**config.mk**
```make
export PLATFORM = sky130hd
export DESIGN_NAME = mult_stream_sequencer
export DESIGN_NICKNAME = d
export VERILOG_FILES = /design/src/rtl/mult_stream_sequencer.sv
export SDC_FILE = /design/constraint.sdc
export NUM_CORES = 1
export LEC_CHECK = 0
export BUFFER_PORTS_ARGS = -buffer_cell sky130_fd_sc_hd__buf_2
export CAP_MARGIN = 20
export CORE_UTILIZATION = 45
export CTS_CLUSTER_SIZE = 25
export DETAILED_ROUTE_END_ITERATION = 10
export PLACE_DENSITY = 0.75
export SYNTH_ARGS = -nofsm -noshare
export SYNTH_HDL_FRONTEND = slang
export SYNTH_SLANG_ARGS = --single-unit
```
**constraint.sdc**
```tcl
create_clock -name clk_i -period 6.83 [get_ports clk_i]
set_input_delay 1.366 -clock clk_i [delete_from_list [all_inputs] [get_ports clk_i]]
set_output_delay 1.366 -clock clk_i [all_outputs]
set_load 0.05 [all_outputs]
```
**src/rtl/mult_stream_sequencer.sv**
```systemverilog
// mult_stream_sequencer
// ---------------------
// Valid/ready streaming front-end for a sequential shift-add multiplier that
// takes a one-cycle start pulse and has no done signal. The block accepts one
// operand pair at a time and registers the operands onto the multiplier
// inputs. It then pulses start and counts out the fixed multiplier latency.
// Next it captures the product into a small result FIFO. Finally it presents
// the FIFO head downstream with a valid/ready handshake. At most one
// multiplication is in flight.
//
// Optional feature (macro MULT_ZERO_BYPASS_EN):
//   When defined, an accepted pair with a zero operand skips the multiplier.
//   The FSM goes straight from IDLE to CAPTURE and pushes 0, with no start
//   pulse. When undefined, zero operands take the normal multiplier path.
//
// Parameters:
//   WIDTH        operand width; products are 2*WIDTH wide
//   MUL_LATENCY  cycles from the start pulse cycle to the cycle in which the
//                product is valid (>=1)
//   FIFO_DEPTH   result FIFO entries (>=1)
//
// Ports:
//   clk_i          clock, all state changes on the rising edge
//   rst_i          synchronous active-high reset
//   in_valid_i     operand pair valid
//   in_ready_o     block can accept an operand pair
//   in_a_i         multiplier operand
//   in_b_i         multiplicand operand
//   mul_start_o    one-cycle start pulse to the multiplier
//   mul_a_o        registered operand a to the multiplier
//   mul_b_o        registered operand b to the multiplier
//   mul_product_i  product returned by the multiplier
//   out_valid_o    FIFO head valid
//   out_ready_i    downstream accepts the head
//   out_product_o  FIFO head product (0 when empty)
//   busy_o         an operation is in flight
module mult_stream_sequencer #(
  parameter int WIDTH       = 32,
  parameter int MUL_LATENCY = 34,
  parameter int FIFO_DEPTH  = 2
) (
  input  logic               clk_i,
  input  logic               rst_i,
  input  logic               in_valid_i,
  output logic               in_ready_o,
  input  logic [WIDTH-1:0]   in_a_i,
  input  logic [WIDTH-1:0]   in_b_i,
  output logic               mul_start_o,
  output logic [WIDTH-1:0]   mul_a_o,
  output logic [WIDTH-1:0]   mul_b_o,
  input  logic [2*WIDTH-1:0] mul_product_i,
  output logic               out_valid_o,
  input  logic               out_ready_i,
  output logic [2*WIDTH-1:0] out_product_o,
  output logic               busy_o
);

  localparam int CNT_W = $clog2(MUL_LATENCY) + 1;
  localparam int PTR_W = (FIFO_DEPTH > 1) ? $clog2(FIFO_DEPTH) : 1;
  localparam int OCC_W = $clog2(FIFO_DEPTH + 1);

  localparam logic [CNT_W-1:0] CNT_LOAD = CNT_W'(MUL_LATENCY - 1);
  localparam logic [CNT_W-1:0] CNT_ONE  = CNT_W'(1);
  localparam logic [PTR_W-1:0] PTR_LAST = PTR_W'(FIFO_DEPTH - 1);
  localparam logic [OCC_W-1:0] OCC_FULL = OCC_W'(FIFO_DEPTH);

  localparam logic [1:0] S_IDLE    = 2'd0;
  localparam logic [1:0] S_START   = 2'd1;
  localparam logic [1:0] S_WAIT    = 2'd2;
  localparam logic [1:0] S_CAPTURE = 2'd3;

  logic [1:0]         state;
  logic [CNT_W-1:0]   wait_cnt;
  logic               zero_hold;
  logic               zero_op;
  logic               accept;
  logic               push;
  logic               pop;
  logic [2*WIDTH-1:0] push_data;

  logic [2*WIDTH-1:0] fifo_mem [FIFO_DEPTH];
  logic [PTR_W-1:0]   wr_ptr;
  logic [PTR_W-1:0]   rd_ptr;
  logic [OCC_W-1:0]   fifo_count;

`ifdef MULT_ZERO_BYPASS_EN
  assign zero_op = (in_a_i == '0) || (in_b_i == '0);
`else
  assign zero_op = 1'b0;
`endif

  // Space is checked only at accept. While an op is in flight the FIFO can
  // only drain, so the later CAPTURE push always has room.
  assign in_ready_o  = !rst_i && (state == S_IDLE) && (fifo_count < OCC_FULL);
  assign accept      = in_valid_i && in_ready_o;
  assign mul_start_o = (state == S_START);
  assign busy_o      = (state != S_IDLE);
  assign push        = (state == S_CAPTURE);
  assign out_valid_o = (fifo_count != '0);
  assign pop         = out_valid_o && out_ready_i;
  assign push_data   = zero_hold ? '0 : mul_product_i;

  assign out_product_o = out_valid_o ? fifo_mem[rd_ptr] : '0;

  // Operation sequencer. The START edge loads MUL_LATENCY-1. WAIT hands over
  // to CAPTURE on the edge where the counter steps from 1 to 0. This places
  // CAPTURE exactly MUL_LATENCY cycles after the start pulse.
  always_ff @(posedge clk_i) begin
    if (rst_i) begin
      state     <= S_IDLE;
      wait_cnt  <= '0;
      mul_a_o   <= '0;
      mul_b_o   <= '0;
      zero_hold <= 1'b0;
    end else begin
      case (state)
        S_IDLE: begin
          if (accept) begin
            mul_a_o   <= in_a_i;
            mul_b_o   <= in_b_i;
            zero_hold <= zero_op;
            state     <= zero_op ? S_CAPTURE : S_START;
          end
        end
        S_START: begin
          wait_cnt <= CNT_LOAD;
          state    <= (MUL_LATENCY == 1) ? S_CAPTURE : S_WAIT;
        end
        S_WAIT: begin
          wait_cnt <= wait_cnt - 1'b1;
          if (wait_cnt == CNT_ONE) begin
            state <= S_CAPTURE;
          end
        end
        S_CAPTURE: begin
          zero_hold <= 1'b0;
          state     <= S_IDLE;
        end
        default: state <= S_IDLE;
      endcase
    end
  end

  // Result storage. It is left unreset because the head is masked to zero
  // whenever the FIFO is empty.
  always_ff @(posedge clk_i) begin
    if (push && !rst_i) begin
      fifo_mem[wr_ptr] <= push_data;
    end
  end

  // FIFO pointers and occupancy. A simultaneous push and pop leaves the
  // occupancy unchanged.
  always_ff @(posedge clk_i) begin
    if (rst_i) begin
      wr_ptr     <= '0;
      rd_ptr     <= '0;
      fifo_count <= '0;
    end else begin
      if (push) begin
        wr_ptr <= (wr_ptr == PTR_LAST) ? '0 : wr_ptr + 1'b1;
      end
      if (pop) begin
        rd_ptr <= (rd_ptr == PTR_LAST) ? '0 : rd_ptr + 1'b1;
      end
      case ({push, pop})
        2'b10:   fifo_count <= fifo_count + 1'b1;
        2'b01:   fifo_count <= fifo_count - 1'b1;
        default: fifo_count <= fifo_count;
      endcase
    end
  end

endmodule
```
# After elaboration in Yosys (flattened, before gate mapping)
# Memory sizes are Yosys's and may differ from the RTL's. A register that Yosys moved wholly into a read port is not among the register bits.
# Cells that the tools add are included.
# W data, S select, Z words.
dict set report word_totals {
  reg_bits 78
  ram_bits 128
  output_inout_bits 132
  word_cells 53
  memories 1
}
# memory words width read_ports rd_clocked_by_memory_dff write_ports line
set memory_table {}
lappend memory_table {fifo_mem 2 64 1 1 1 81} ;# logic [2*WIDTH-1:0] fifo_mem [FIFO_DEPTH];
dict set report op_classes {
  add_sub_neg 5
  magnitude_cmp 1
  n_eq_ne 8
  n_mux 15
  n_reduce_logical 15
}
# op n
set ops {}
lappend ops {{$mux W64} 2}
lappend ops {{$pmux W7 S2} 1}
lappend ops {{$reduce_bool A2 Y1} 5}
lappend ops {{$pmux W2 S4} 1}
lappend ops {{$eq A7 B1 Y1 const B} 1}
lappend ops {{$mux W1} 7}
lappend ops {{$sub A7 B1 Y7 const B} 1}
lappend ops {{$eq A2 B2 Y1 const B} 3}
lappend ops {{$reduce_and A2 Y1} 3}
lappend ops {{$logic_and A1 B1 Y1} 5}
lappend ops {{$eq A2 B1 Y1 const B} 2}
lappend ops {{$mux W2} 2}
lappend ops {{$ne A2 B2 Y1 const B} 2}
lappend ops {{$pmux W2 S2} 1}
lappend ops {{$add A1 B1 Y1 const B} 2}
lappend ops {{$add A2 B1 Y2 const B} 1}
lappend ops {{$logic_not A2 Y1} 1}
lappend ops {{$lt A2 B2 Y1 const B} 1}
lappend ops {{$pmux W1 S2} 1}
lappend ops {{$sub A2 B1 Y2 const B} 1}
lappend ops {{$logic_not A1 Y1} 1}

# Logic depth before layout (Yosys ltp)
dict set report depth {
  word_depth 6
  ltp_mapped 8
  depth_no_buf 7
}

# Worst setup path before layout
# No wires, ideal clock.
dict set report synth_path {
  path_kind {input to register}
  from {input port rst_i}
  to {memory fifo_mem[1][0] (netlist bit) (enable)}
  setup_time_ps 578
  arrival_time_ps 6404
  required_ps 6252
  setup_slack_ps -152
  stages 3
  n_path_buf 2
  cell_sequence {buf_6 clkbuf_1 nor3b_1}
}
dict set report synth_between {
  elab_chain_len 4
}
# element line
set synth_rtl {}
lappend synth_rtl {{from (decl)} 43} ;# input logic rst_i,
lappend synth_rtl {{$logic_not A1 Y1} 147} ;# if (push && !rst_i) begin
lappend synth_rtl {{$logic_and A1 B1 Y1} 147}
lappend synth_rtl {{$mux W1} 147}
lappend synth_rtl {{$mux W1 (implied by the code)} 148} ;# fifo_mem[wr_ptr] <= push_data;
lappend synth_rtl {{to (decl)} 81}
# No other way between the ends.

==> metrics.yaml <==
status:
  outcome: "completed"
route:
  post_drt_via_cell_ratio: 4.78
  dr.pass1.iters: 4
  vias: 5404
  wire_per_inst_um: 14.3
  postRouteAntennaNets: 0
  drc_errors: 0
  drt-initial-drc-count: 218
  totalWireLength_um: 16200
global_route:
  grt_pass1_wl_um: 24700
  antenna_found_initial: 0
  grt_pass1_vias: 5153
  grt-ovfl-total: 0
  grtUsageMet2: 0.285
  grt_util_met3: 0.0529
  grtUsageTotal: 0.171
  grt_max_degree: 80
  use_met1: 0.214
  grt_busiest_layer: "met2"
logic_synthesis:
  syn_nets: 772
  synth_top_area_share: 0.487
  synth_area_per_cell_um2: 12.5
  ys_warn_count: 0
  synth-edff-count: 128
  synthCells: 632
  yosys.area.top_type: "edfxtp_1"
  synth.cell_area_um2: 7890
  ys_types: 36
  synth_area_leaders: "edfxtp_1 49%, dfxtp_1 20%, mux2i_1 8.2%, nand2_1 5.4%, nor2_1 3.7%"
  ys_ff_latch: 206
  ys.flop_type: "edfxtp_1"
  async_flop_share: 0
  ys_seq_area_frac: 0.685
timing:
  worst_pin_slew_ps: 960
  final.setup_skew_ps: 11.9
  hold_ws_ps: 451
  final.setup.tns_ps: 0
  drv_slew: 0
  hold_violations: 0
  period_share: 0.547
  setup_viol: 0
  slew_headroom: 0.360
  fmax_mhz: 268
  rsz0062_at_grt: "false"
  period_needed_ps: 3740
clock_tree:
  insertion_delay_ps: 490
  clockBufferDepth: 3
  ctsResizeCount: 0
  h-tree-depth: 1
  cts.sink_count: 206
  clock-root-buffer: "clkbuf_16"
  numCtsBuffers: 22
  cts_setup_buffers: 0
  path_clk_slew_ps: 60
  cts_tree: "done"
  hold_buffers: 0
place:
  placed_cell_area_um2: 9360
  place_hpwl_um: 10600
  gp_congestion: 0.754
  portBuffers: 263
power_and_ir_drop:
  peakVddDrop_uv: 267
  powerDensity_nw_per_um2: 376
  leakagePower_nw: 4.02
  finalPower_w: 0.00378
final_layout:
  mostFrequentLayoutCells: "263 x buf_2, 128 x edfxtp_1, 112 x nand2_1"
  stdcell_area_um2: 10000
  fillCellCount: 1392
  nets: 1029
  final_common_cell: "buf_2"
  area_growth_pct: 27.2
  drive_gt1_frac: 0.387
  n_antenna_cell: 0
  post-route-util: 0.584
floorplanning:
  fp.dieArea_um2: 18100
  die_w_um: 134
  io-pin-count: 264
  core_area_um2: 17200
  fp.dieH_um: 134
  initial_core_util: 0.459
  std_cell_rows: 48
setup_path:
  endpoint_kind: "output pin"
  max_stage_delay_ps: 710
  start_kind: "flip-flop"
  crit_type: "flip-flop to output pin"
  path_max_fanout: 50
  cp_top_family: "buffers and inverters"
  critPathBufInv: 2
  arrival_ps: 2370
  crit_chain: "buf_4 -> mux2i_1 -> nor2_1 -> buf_2"
  cpMaxStageDelayCell: "buf_4"
  critPathRequiredTime_ps: 5460
job:
  cap_violations: 0
min_path:
  hold_path.class: "flip-flop to flip-flop"
-- Yosys cell counts, types with 2 or more instances --
library cell / number
buf_2: 9
dfxtp_1: 78
buf_6: 7
a21oi_2: 20
o21ai_0: 2
mux2i_1: 65
clkbuf_1: 16
nand2_1: 113
ha_1: 8
xnor2_1: 6
a21oi_1: 48
nand2_2: 20
edfxtp_1: 128
xor2_1: 2
nand2b_1: 4
nor2_1: 78
inv_1: 7
buf_1: 3
-- through the flow --
stage	setup slack, ps	cells
after floorplan	224	632
after global placement	3430	1089
after detailed placement	3430	1090
after CTS	3050	1130
after global routing	2930	1130
final	3090	1130
-- metal layers --
metal  wire (µm)  up-vias
met3        1610       24
met1        6680     2468
met2        7630      230
li1            -     2682
met4         290        0
met5           0        -
-- power breakdown --
group,switching [W],internal (W),leakage [nW]
clock,0.000440,0.000648,0.338
sequential,0.0000631,0.00142,1.79
combinational,0.000882,0.000323,1.89
total,0.00139,0.00239,4.02
-- registers in the layout, indices dropped and copies added (netlist names), named ones only --
| register | flops |
|---|---|
| mul_a_o | 32 |
| mul_b_o | 32 |
| state | 2 |
| wait_cnt | 7 |
| rd_ptr | 1 |
| fifo_mem | 128 |
| fifo_count | 2 |
| wr_ptr | 1 |
-- worst register-to-register path, cell delays in order, from the launching register on --
cell and delay (ps):
dfxtp_1 340, inv_1 110, ha_1 200, nor3b_4 260, and2_2 570, buf_4 520, nand2_1 130, a21oi_1 150
-- area by class of cell --
cell class | count | area [µm²] | area share
Multi-Input combinational cell | 382 | 2260 | 0.226
Clock inverter | 4 | 20.0 | 0.00200
Timing Repair Buffer | 270 | 1380 | 0.138
Inverter | 7 | 26.3 | 0.00262
Sequential cell | 206 | 5410 | 0.539
Clock buffer | 36 | 649 | 0.0647
Tap cell | 225 | 282 | 0.0281
-- worst paths after layout --
kind | from | end | slack, ps | depth (start not counted)
min reg2reg | mul_b_o[24]$_SDFFE_PP0P_ | mul_b_o[24]$_SDFFE_PP0P_ | 450 | 2
max | flip-flop | out_product_o[56] | 3090 | 4
min | mul_b_o[24]$_SDFFE_PP0P_ | mul_b_o[24]$_SDFFE_PP0P_ | 450 | 2
max reg2reg | state[0]$_SDFFE_PP0P_ | mul_b_o[26]$_SDFFE_PP0P_ | 4470 | 7
-- kinds of logic after synthesis --
family	Yosys count	share of synthesized area
and+or+nand+nor	227	0.122
DFF	206	0.685
AOI/OAI and AO/OA	74	0.0576
muxes	65	0.0825
buffers and inverters	44	0.0313
xor gates and xnor gates	8	0.00888
adders and majority gates	8	0.0127
Power figures use the tool's default switching activity.
